$ cat src/rtl/uart_pkg.sv
// UART shared definitions: FSM state encoding, default data width
// and parity-type constants, common to the transmitter and receiver.
package uart_pkg;

   localparam int UART_DATA_WIDTH = 8;

   localparam logic EVEN = 1'b0;
   localparam logic ODD  = 1'b1;

   typedef enum logic [2:0] {
      IDLE   = 3'd0,
      START  = 3'd1,
      DATA   = 3'd2,
      PARITY = 3'd3,
      STOP   = 3'd4
   } uart_state_t;

endpackage

$ cat src/rtl/uart_tx_parity_gen.sv
// UART transmit parity generator: XOR of the data for even parity,
// XNOR for odd parity, so data plus parity carries the chosen count.
module uart_tx_parity_gen
   import uart_pkg::*;
#(
   parameter int DATA_WIDTH = UART_DATA_WIDTH
) (
   input  logic [DATA_WIDTH-1:0] data,
   input  logic                  par_typ,
   output logic                  par_bit
);

   always_comb begin
      par_bit = (par_typ == ODD) ? ~(^data) : ^data;
   end

endmodule

$ cat src/rtl/uart_tx.sv
// UART transmitter: start, LSB-first data, optional parity, stop.
// Define UART_TX_PRESCALE_EN to stretch each bit to Prescale clocks.
module uart_tx
   import uart_pkg::*;
#(
   parameter int DATA_WIDTH = UART_DATA_WIDTH
) (
   input  logic                  clk,
   input  logic                  rst,
   input  logic [DATA_WIDTH-1:0] P_DATA,
   input  logic                  Data_Valid,
   input  logic                  PAR_EN,
   input  logic                  PAR_TYP,
`ifdef UART_TX_PRESCALE_EN
   input  logic [5:0]            Prescale,
`endif
   output logic                  TX_OUT,
   output logic                  busy
);

   localparam int CW = (DATA_WIDTH > 1) ? $clog2(DATA_WIDTH) : 1;
   localparam logic [CW-1:0] LAST = CW'(DATA_WIDTH - 1);

   uart_state_t           state;
   uart_state_t           state_nx;
   logic [DATA_WIDTH-1:0] shreg;
   logic [DATA_WIDTH-1:0] shreg_nx;
   logic [CW-1:0]         bcnt;
   logic [CW-1:0]         bcnt_nx;
   logic                  par_en_q;
   logic                  par_q;
   logic                  par_bit;
   logic                  accept;
   logic                  tick;
   logic                  tx_d;
   logic                  busy_d;

   assign accept = (state == IDLE) && Data_Valid;

   uart_tx_parity_gen #(
      .DATA_WIDTH(DATA_WIDTH)
   ) u_parity_gen (
      .data   (P_DATA),
      .par_typ(PAR_TYP),
      .par_bit(par_bit)
   );

`ifdef UART_TX_PRESCALE_EN
   logic [5:0] pcnt;
   logic [5:0] pre_q;

   assign tick = (pcnt == pre_q - 6'd1);

   // Prescale of 0 or 1 both mean one clock per bit
   always_ff @(posedge clk or posedge rst) begin
      if (rst) begin
         pcnt  <= 6'd0;
         pre_q <= 6'd1;
      end else if (accept) begin
         pcnt  <= 6'd0;
         pre_q <= (Prescale > 6'd1) ? Prescale : 6'd1;
      end else if (state == IDLE || tick) begin
         pcnt  <= 6'd0;
      end else begin
         pcnt  <= pcnt + 6'd1;
      end
   end
`else
   assign tick = 1'b1;
`endif

   always_ff @(posedge clk or posedge rst) begin
      if (rst) begin
         state <= IDLE;
      end else begin
         state <= state_nx;
      end
   end

   always_comb begin
      state_nx = state;
      shreg_nx = shreg;
      bcnt_nx  = bcnt;
      unique case (state)
         IDLE: begin
            if (Data_Valid) begin
               state_nx = START;
               shreg_nx = P_DATA;
               bcnt_nx  = '0;
            end
         end
         START: begin
            if (tick) state_nx = DATA;
         end
         DATA: begin
            if (tick) begin
               shreg_nx = shreg >> 1;
               if (bcnt == LAST) begin
                  bcnt_nx  = '0;
                  state_nx = par_en_q ? PARITY : STOP;
               end else begin
                  bcnt_nx  = bcnt + CW'(1);
               end
            end
         end
         PARITY: begin
            if (tick) state_nx = STOP;
         end
         STOP: begin
            if (tick) state_nx = IDLE;
         end
         default: state_nx = IDLE;
      endcase
   end

   // Decoded from the next state so TX_OUT lines up with the state
   always_comb begin
      tx_d   = 1'b1;
      busy_d = (state_nx != IDLE);
      unique case (state_nx)
         START:   tx_d = 1'b0;
         DATA:    tx_d = shreg_nx[0];
         PARITY:  tx_d = par_q;
         default: tx_d = 1'b1;
      endcase
   end

   always_ff @(posedge clk or posedge rst) begin
      if (rst) begin
         shreg    <= '0;
         bcnt     <= '0;
         par_en_q <= 1'b0;
         par_q    <= 1'b0;
         TX_OUT   <= 1'b1;
         busy     <= 1'b0;
      end else begin
         shreg  <= shreg_nx;
         bcnt   <= bcnt_nx;
         TX_OUT <= tx_d;
         busy   <= busy_d;
         if (accept) begin
            par_en_q <= PAR_EN;
            par_q    <= par_bit;
         end
      end
   end

endmodule

$ cat config.mk
export PLATFORM = sky130hd
export DESIGN_NAME = uart_tx
export DESIGN_NICKNAME = d
export VERILOG_FILES = /design/src/rtl/uart_pkg.sv /design/src/rtl/uart_tx_parity_gen.sv /design/src/rtl/uart_tx.sv
export SDC_FILE = /design/constraint.sdc
export NUM_CORES = 1
export LEC_CHECK = 0
export BUFFER_PORTS_ARGS = -buffer_cell sky130_fd_sc_hd__buf_2
export CAP_MARGIN = 0
export CORE_MARGIN = 10
export CORE_UTILIZATION = 53
export DETAILED_ROUTE_END_ITERATION = 10
export PLACE_DENSITY = 0.85
export SYNTH_ARGS = -nofsm -noshare
export SYNTH_HDL_FRONTEND = slang
export SYNTH_SLANG_ARGS = --single-unit
$ cat constraint.sdc
create_clock -name clk -period 1.8 [get_ports clk]
set_input_delay 0.09 -clock clk [delete_from_list [all_inputs] [get_ports clk]]
set_output_delay 0.09 -clock clk [all_outputs]
set_load 0.02 [all_outputs]
==> results of run 1 <==
## power groups by stage
stage	Sequential [mW]	Combinational, mW	Clock (mW)
finish	0.717	0.644	0.215
global route	0.748	0.730	0.231
CTS	0.716	0.651	0.215
detailed placement	0.724	0.647	0
global placement	0.718	0.624	0
floorplan	0.723	0.465	0
## per-layer routing
| layer | vias up | share of wire [%] |
|---|---|---|
| met1 | 309 | 46 |
| li1 | 326 | - |
| met4 | 0 | 2.0 |
| met5 | - | 0 |
| met3 | 4 | 5.9 |
| met2 | 20 | 46 |
## worst min path at each step
stage / start / end / slack [ps] / depth (start not counted)
after floorplan: rst / bcnt[0] / 30 / 1
after global routing: P_DATA[7] / shreg[7] / 50 / 2
after detailed placement: rst / par_en_q / 220 / 2
final: P_DATA[4] / shreg[4] / 50 / 3
after global placement: rst / busy / 220 / 2
after CTS: P_DATA[7] / shreg[7] / 50 / 2
## per-stage QoR
step / utilization (%) / setup slack (ps) / power [mW] / cell area, sq um
floorplan: - / 368.1 / 1.188 / 874.6
CTS: 65.91 / 197.2 / 1.583 / 1016
global route: 65.91 / 32.87 / 1.709 / 1016
global placement: 62.91 / 196.0 / 1.342 / 969.7
detailed placement: 62.91 / 221.4 / 1.372 / 969.7
finish: 65.91 / 177.1 / 1.577 / 1016
## tightest hold or removal path: cells and delay by family
kind,cells,cell delay (ps)
buffers and inverters,1,100
AO/OA/AOI/OAI,1,70
AND/OR/NAND/NOR,1,50
## sequential cells by signal (all words and copies together), names as in the netlist
name,flops
TX_OUT,1
bcnt,3
busy,1
par_en_q,1
par_q,1
shreg,8
state,3
## final cells by class
cell class              instances  area (sq um)
clock buffers                   4         26.28
fillers                       125         525.5
inverters                       3         11.26
multi-input cells              59         401.6
flip-flops and latches         18         451.7
well taps                      16         20.02
repair buffers                 18         105.1
## layout by cell type, fill, tap and decap left out, types with 3 or more instances in the layout
cell and n:
nor2b_1 3, clkbuf_4 3, a22oi_1 6, nor3b_1 3, dfrtp_1 17, xnor2_1 5, buf_2 14, inv_1 3
o21ai_0 3, nand2_1 15
## logic make-up (layout without fill, tap and decap cells)
| logic type | count (synthesis) | in the layout | synth area share, % |
|---|---|---|---|
| xor gates and xnor gates | 7 | 7 | 8.583 |
| adders and majority gates | 2 | 2 | 2.861 |
| AOI/OAI and AO/OA | 16 | 16 | 13.16 |
| DFF | 18 | 18 | 51.65 |
| and+or+nand+nor | 33 | 33 | 20.03 |
| muxes | 1 | 1 | 1.287 |
| buffers and inverters | 5 | 25 | 2.432 |
## timing repair
item | 4_1_cts | 5_1_grt
hold buffers | 2 | 0
setup buffers | 0 | 0
hold endpoints to repair | 18 | 0
setup endpoints to repair | 0 | 0
==> flow_summary.json, run 1 <==
{
  "slew_headroom_pct": 55.48,
  "crit_slowest_cell": "dfrtp_1",
  "wl_microns": 1738,
  "yosys.area.top_type_share_pct": 48.64,
  "power.share.clock_pct": 13.6,
  "clockBufferDepth": 2,
  "crit_path_max_incr_delay_ps": 480,
  "worstPathArrival_ps": 1840,
  "clk_latency_ps": 300,
  "track_usage_pct": 10.39,
  "dieArea_sq_um": 3675,
  "use_met3_pct": 2.714,
  "netlist_area_sq_um": 874.6,
  "drtIter0Drc": 11,
  "synth_top_cells_by_count": "17 x dfrtp_1, 15 x nand2_1, 6 x a22oi_1",
  "r2r-end": "TX_OUT",
  "reg2reg_depth": 4,
  "peakVddDrop_uv": 755.5,
  "setup-violations-final": 0,
  "nets": 118,
  "initial_utilization_pct": 56.74,
  "period_share_pct": 90.16,
  "yosysTopAreaCell": "dfrtp_1",
  "endpoint_kind": "flop",
  "worst-path-buf-inv": 0,
  "grtUsageMet1_pct": 12.55,
  "grt_max_degree": 19,
  "whs_ps": 46.75,
  "cts_resized": 0,
  "layout-drive-gt1-share_pct": 22.55,
  "p_int_mw": 0.9813,
  "maxCapViolations": 0,
  "clock_skew_ps": 6.570,
  "clock.fmax_ghz": 0.6162,
  "r2r_slack_ps": 180,
  "cts_tree": "yes",
  "reg2reg_from": "state[1]",
  "busiest_layer": "met2",
  "grt_pass1_vias": 701,
  "combPwrFrac_pct": 40.9,
  "maxSlewViolCount": 0,
  "rsz0062_at_grt": "false",
  "clkTransAtPathRegs_ps": 110,
  "synth_enable_flop_cells": 0,
  "clock_sinks": 18,
  "core_area_sq_um": 1541,
  "gr-usage-met2_pct": 15.87,
  "dp.cells": 112,
  "syn_nets": 97,
  "cts.htree.levels": 1,
  "synth_area_leaders": "dfrtp_1 49%, nand2_1 6.4%, a22oi_1 5.2%",
  "powerDensity_nw_per_um2": 1552,
  "rows": 14,
  "ys.flop_type": "dfrtp_1",
  "cp-startpoint": "state[1]",
  "num_antenna_cells": 0,
  "numCtsBuffers": 3,
  "synth_seq_cells": 18,
  "cp_top_family": "simple AND/OR/NAND/NOR gates",
  "p_leak_nw": 0.4892,
  "async_flop_share_pct": 100.0,
  "grt.overflow.total": 0,
  "critPathCapture": "TX_OUT",
  "tightest_slew_ps": 667.1,
  "required_ps": 2020,
  "grt_pass1_wl_microns": 2939,
  "ys_seq_area_share_pct": 51.65,
  "die_w_microns": 60.62,
  "critPathLaunchType": "flop",
  "worstHoldPathType": "in -> reg",
  "path_cells": "nor3b_1, or3_1, a2111oi_1, nor3_1",
  "gp_congestion": 0.8706,
  "path_class": "reg -> reg",
  "p_sw_share_pct": 37.76,
  "p_sw_mw": 0.5954,
  "via_per_inst": 5.585,
  "wl_per_cell_microns": 14.73,
  "port_buffers": 14,
  "hpwl_microns": 1307,
  "cts_root_buffer": "clkbuf_4",
  "dr.pass1.iters": 4,
  "area_growth_pct": 16.17,
  "finalSetupTns_ps": 0,
  "critPathMaxFanout": 9,
  "synthCells": 82,
  "die_h_microns": 60.62,
  "synth.most_common_cell": "dfrtp_1",
  "ant_nets": 0,
  "synth.distinct_cells": 28,
  "avgSynthCellArea_sq_um": 10.67,
  "yosys_warnings": 0,
  "hold_violations": 0,
  "cp_num_cells": 4,
  "ios": 15,
  "period_needed_ps": 1623,
  "outcome": "finished, final reports clean",
  "remaining_drc_errors": 0,
  "final_cells": 118,
  "p_seq_share_pct": 45.5,
  "vias": 659,
  "grt_antenna_before_repair": 0
}
Power figures use the tool's default switching activity.
==> run 2: changes to the inputs <==
- RECOVER_POWER: default -> 100
- SKIP_CTS_REPAIR_TIMING: default -> 1
==> run 2 against run 1 <==
  * Clock power hardly changed
  * Highest routed layer unchanged
  * Cell area down 1.1%
  * Critical endpoint unchanged
  * Clock skew down 1.2 ps
  * Global-route usage fell by 0.13 points
  * Via count fell by 0.76%
  * Worst hold slack improved by 2.0 ps
  * Flip-flop and latch count did not move
  * Combinational power is 3% lower
  * Setup slack improved by 17 ps
  * Critical path depth unchanged
  * Utilization down 0.73 points
  * Total power is 1.6% lower
==> flow_summary.json, run 2 (synthesis results as in run 1) <==
{
  "outcome": "finished, final reports clean",
  "die_w_microns": 60.62,
  "via_per_inst": 5.542,
  "path_cells": "nor3b_1, or3_1, a2111oi_1, nor3_1",
  "worstPathArrival_ps": 1820,
  "maxSlewViolCount": 0,
  "grt_max_degree": 19,
  "power.share.clock_pct": 13.7,
  "final_common_cell": "dfrtp_1",
  "clockBufferDepth": 2,
  "remaining_drc_errors": 0,
  "grt_pass1_wl_microns": 2898,
  "gp_congestion": 0.8706,
  "layout-drive-gt1-share_pct": 19.61,
  "p_sw_mw": 0.5883,
  "required_ps": 2020,
  "peakVddDrop_uv": 749.2,
  "placed_cell_area_sq_um": 969.7,
  "num_antenna_cells": 0,
  "grt.overflow.total": 0,
  "setup-violations-final": 0,
  "grt_pass1_vias": 695,
  "worstHoldPathType": "in -> reg",
  "die_h_microns": 60.62,
  "endpoint_kind": "flop",
  "combPwrFrac_pct": 40.3,
  "area_growth_pct": 14.88,
  "tightest_slew_ps": 656.7,
  "maxCapViolations": 0,
  "clkTransAtPathRegs_ps": 100,
  "wl_per_cell_microns": 14.58,
  "nets": 118,
  "design_area_sq_um": 1005,
  "top_regs": "shreg (8), bcnt (3), state (3)",
  "clock_sinks": 18,
  "ios": 15,
  "cts.htree.levels": 1,
  "critPathLaunchType": "flop",
  "core_area_sq_um": 1541,
  "critPathMaxFanout": 9,
  "worst-path-buf-inv": 0,
  "period_share_pct": 89.24,
  "initial_utilization_pct": 56.74,
  "p_sw_share_pct": 37.92,
  "vias": 654,
  "mostFrequentLayoutCells": "17 x dfrtp_1, 15 x nand2_1, 12 x buf_2",
  "track_usage_pct": 10.26,
  "clock_skew_ps": 5.325,
  "p_leak_nw": 0.4809,
  "cts_tree": "yes",
  "rows": 14,
  "crit_path_max_incr_delay_ps": 470,
  "nFillCells": 129,
  "rsz0062_at_grt": "false",
  "clk_latency_ps": 290,
  "dr.pass1.iters": 4,
  "finalSetupTns_ps": 0,
  "path_class": "reg -> reg",
  "top_register": "shreg",
  "powerDensity_nw_per_um2": 1544,
  "largest_reg_flops": 8,
  "drtIter0Drc": 12,
  "dieArea_sq_um": 3675,
  "p_int_mw": 0.9631,
  "port_buffers": 14,
  "hpwl_microns": 1307,
  "slew_headroom_pct": 56.17,
  "cts_root_buffer": "clkbuf_4",
  "cp_top_family": "simple AND/OR/NAND/NOR gates",
  "numCtsBuffers": 3,
  "crit_slowest_cell": "dfrtp_1",
  "ant_nets": 0,
  "hold_violations": 0,
  "clock.fmax_ghz": 0.6226,
  "period_needed_ps": 1606,
  "grt_antenna_before_repair": 0,
  "p_seq_share_pct": 46.0,
  "wl_microns": 1720
}
run 2: cell count changes in the layout (fill, tap and decap cells not counted):
| cell | change |
|---|---|
| and2_0 | +1 |
| and2_1 | -1 |
| buf_2 | -2 |
| buf_4 | -1 |
| clkbuf_1 | +2 |
| clkbuf_2 | +1 |
| nor4b_1 | +1 |
| nor4b_2 | -1 |
run 2: path summary, 6_finish.rpt:
check,slack (ps),to,startpoint,depth (start not counted)
min in group asynchronous,410,state[2],rst,3
min,50,shreg[3],P_DATA[3],3
max in group asynchronous,960,shreg[7],rst,3
min reg2reg,500,shreg[2],shreg[2],2
max reg2reg,190,TX_OUT,state[1],4
max,190,TX_OUT,state[1],4
run 2: worst register-to-register path: cells and delay by family (launching register included):
kind	cells	cell delay (ps)
and+or+nand+nor	3	610
DFF	1	470
AOI/OAI and AO/OA	1	450
run 2: final cells by class:
type | count | area, sq um | share of cell area [%]
sequential | 18 | 451.7 | 44.96
multi-input combinational | 59 | 395.4 | 39.35
timing repair buffer | 18 | 100.1 | 9.963
clock buffer | 4 | 26.28 | 2.615
tap | 16 | 20.02 | 1.993
inverter | 3 | 11.26 | 1.121
run 2: routing by layer:
layer / global-route usage (%) / vias up / part of all wire, %
met5: 0 / - / 0
met4: 6.897 / 0 / 2.0
met3: 2.714 / 4 / 5.2
met2: 15.72 / 14 / 46
met1: 12.30 / 311 / 47
li1: - / 325 / -
run 2: through the flow:
stage                     cells  setup WS, ps  power (mW)  utilization, %  hold slack [ps]
after floorplan              82         368.1       1.188               -            27.84
after global placement      112         196.0       1.342           62.91            215.9
after detailed placement    112         221.4       1.372           62.91            220.6
after CTS                   116         197.2       1.579           64.61           -104.6
after global routing        118         43.76       1.685           65.18            46.21
final                       118         193.7       1.551           65.18            48.75
run 2: power by group through the flow:
stage | logic [mW] | clock network, mW | registers (mW)
global route | 0.710 | 0.231 | 0.744
floorplan | 0.465 | 0 | 0.723
detailed placement | 0.647 | 0 | 0.724
global placement | 0.624 | 0 | 0.718
CTS | 0.648 | 0.215 | 0.716
finish | 0.626 | 0.212 | 0.714
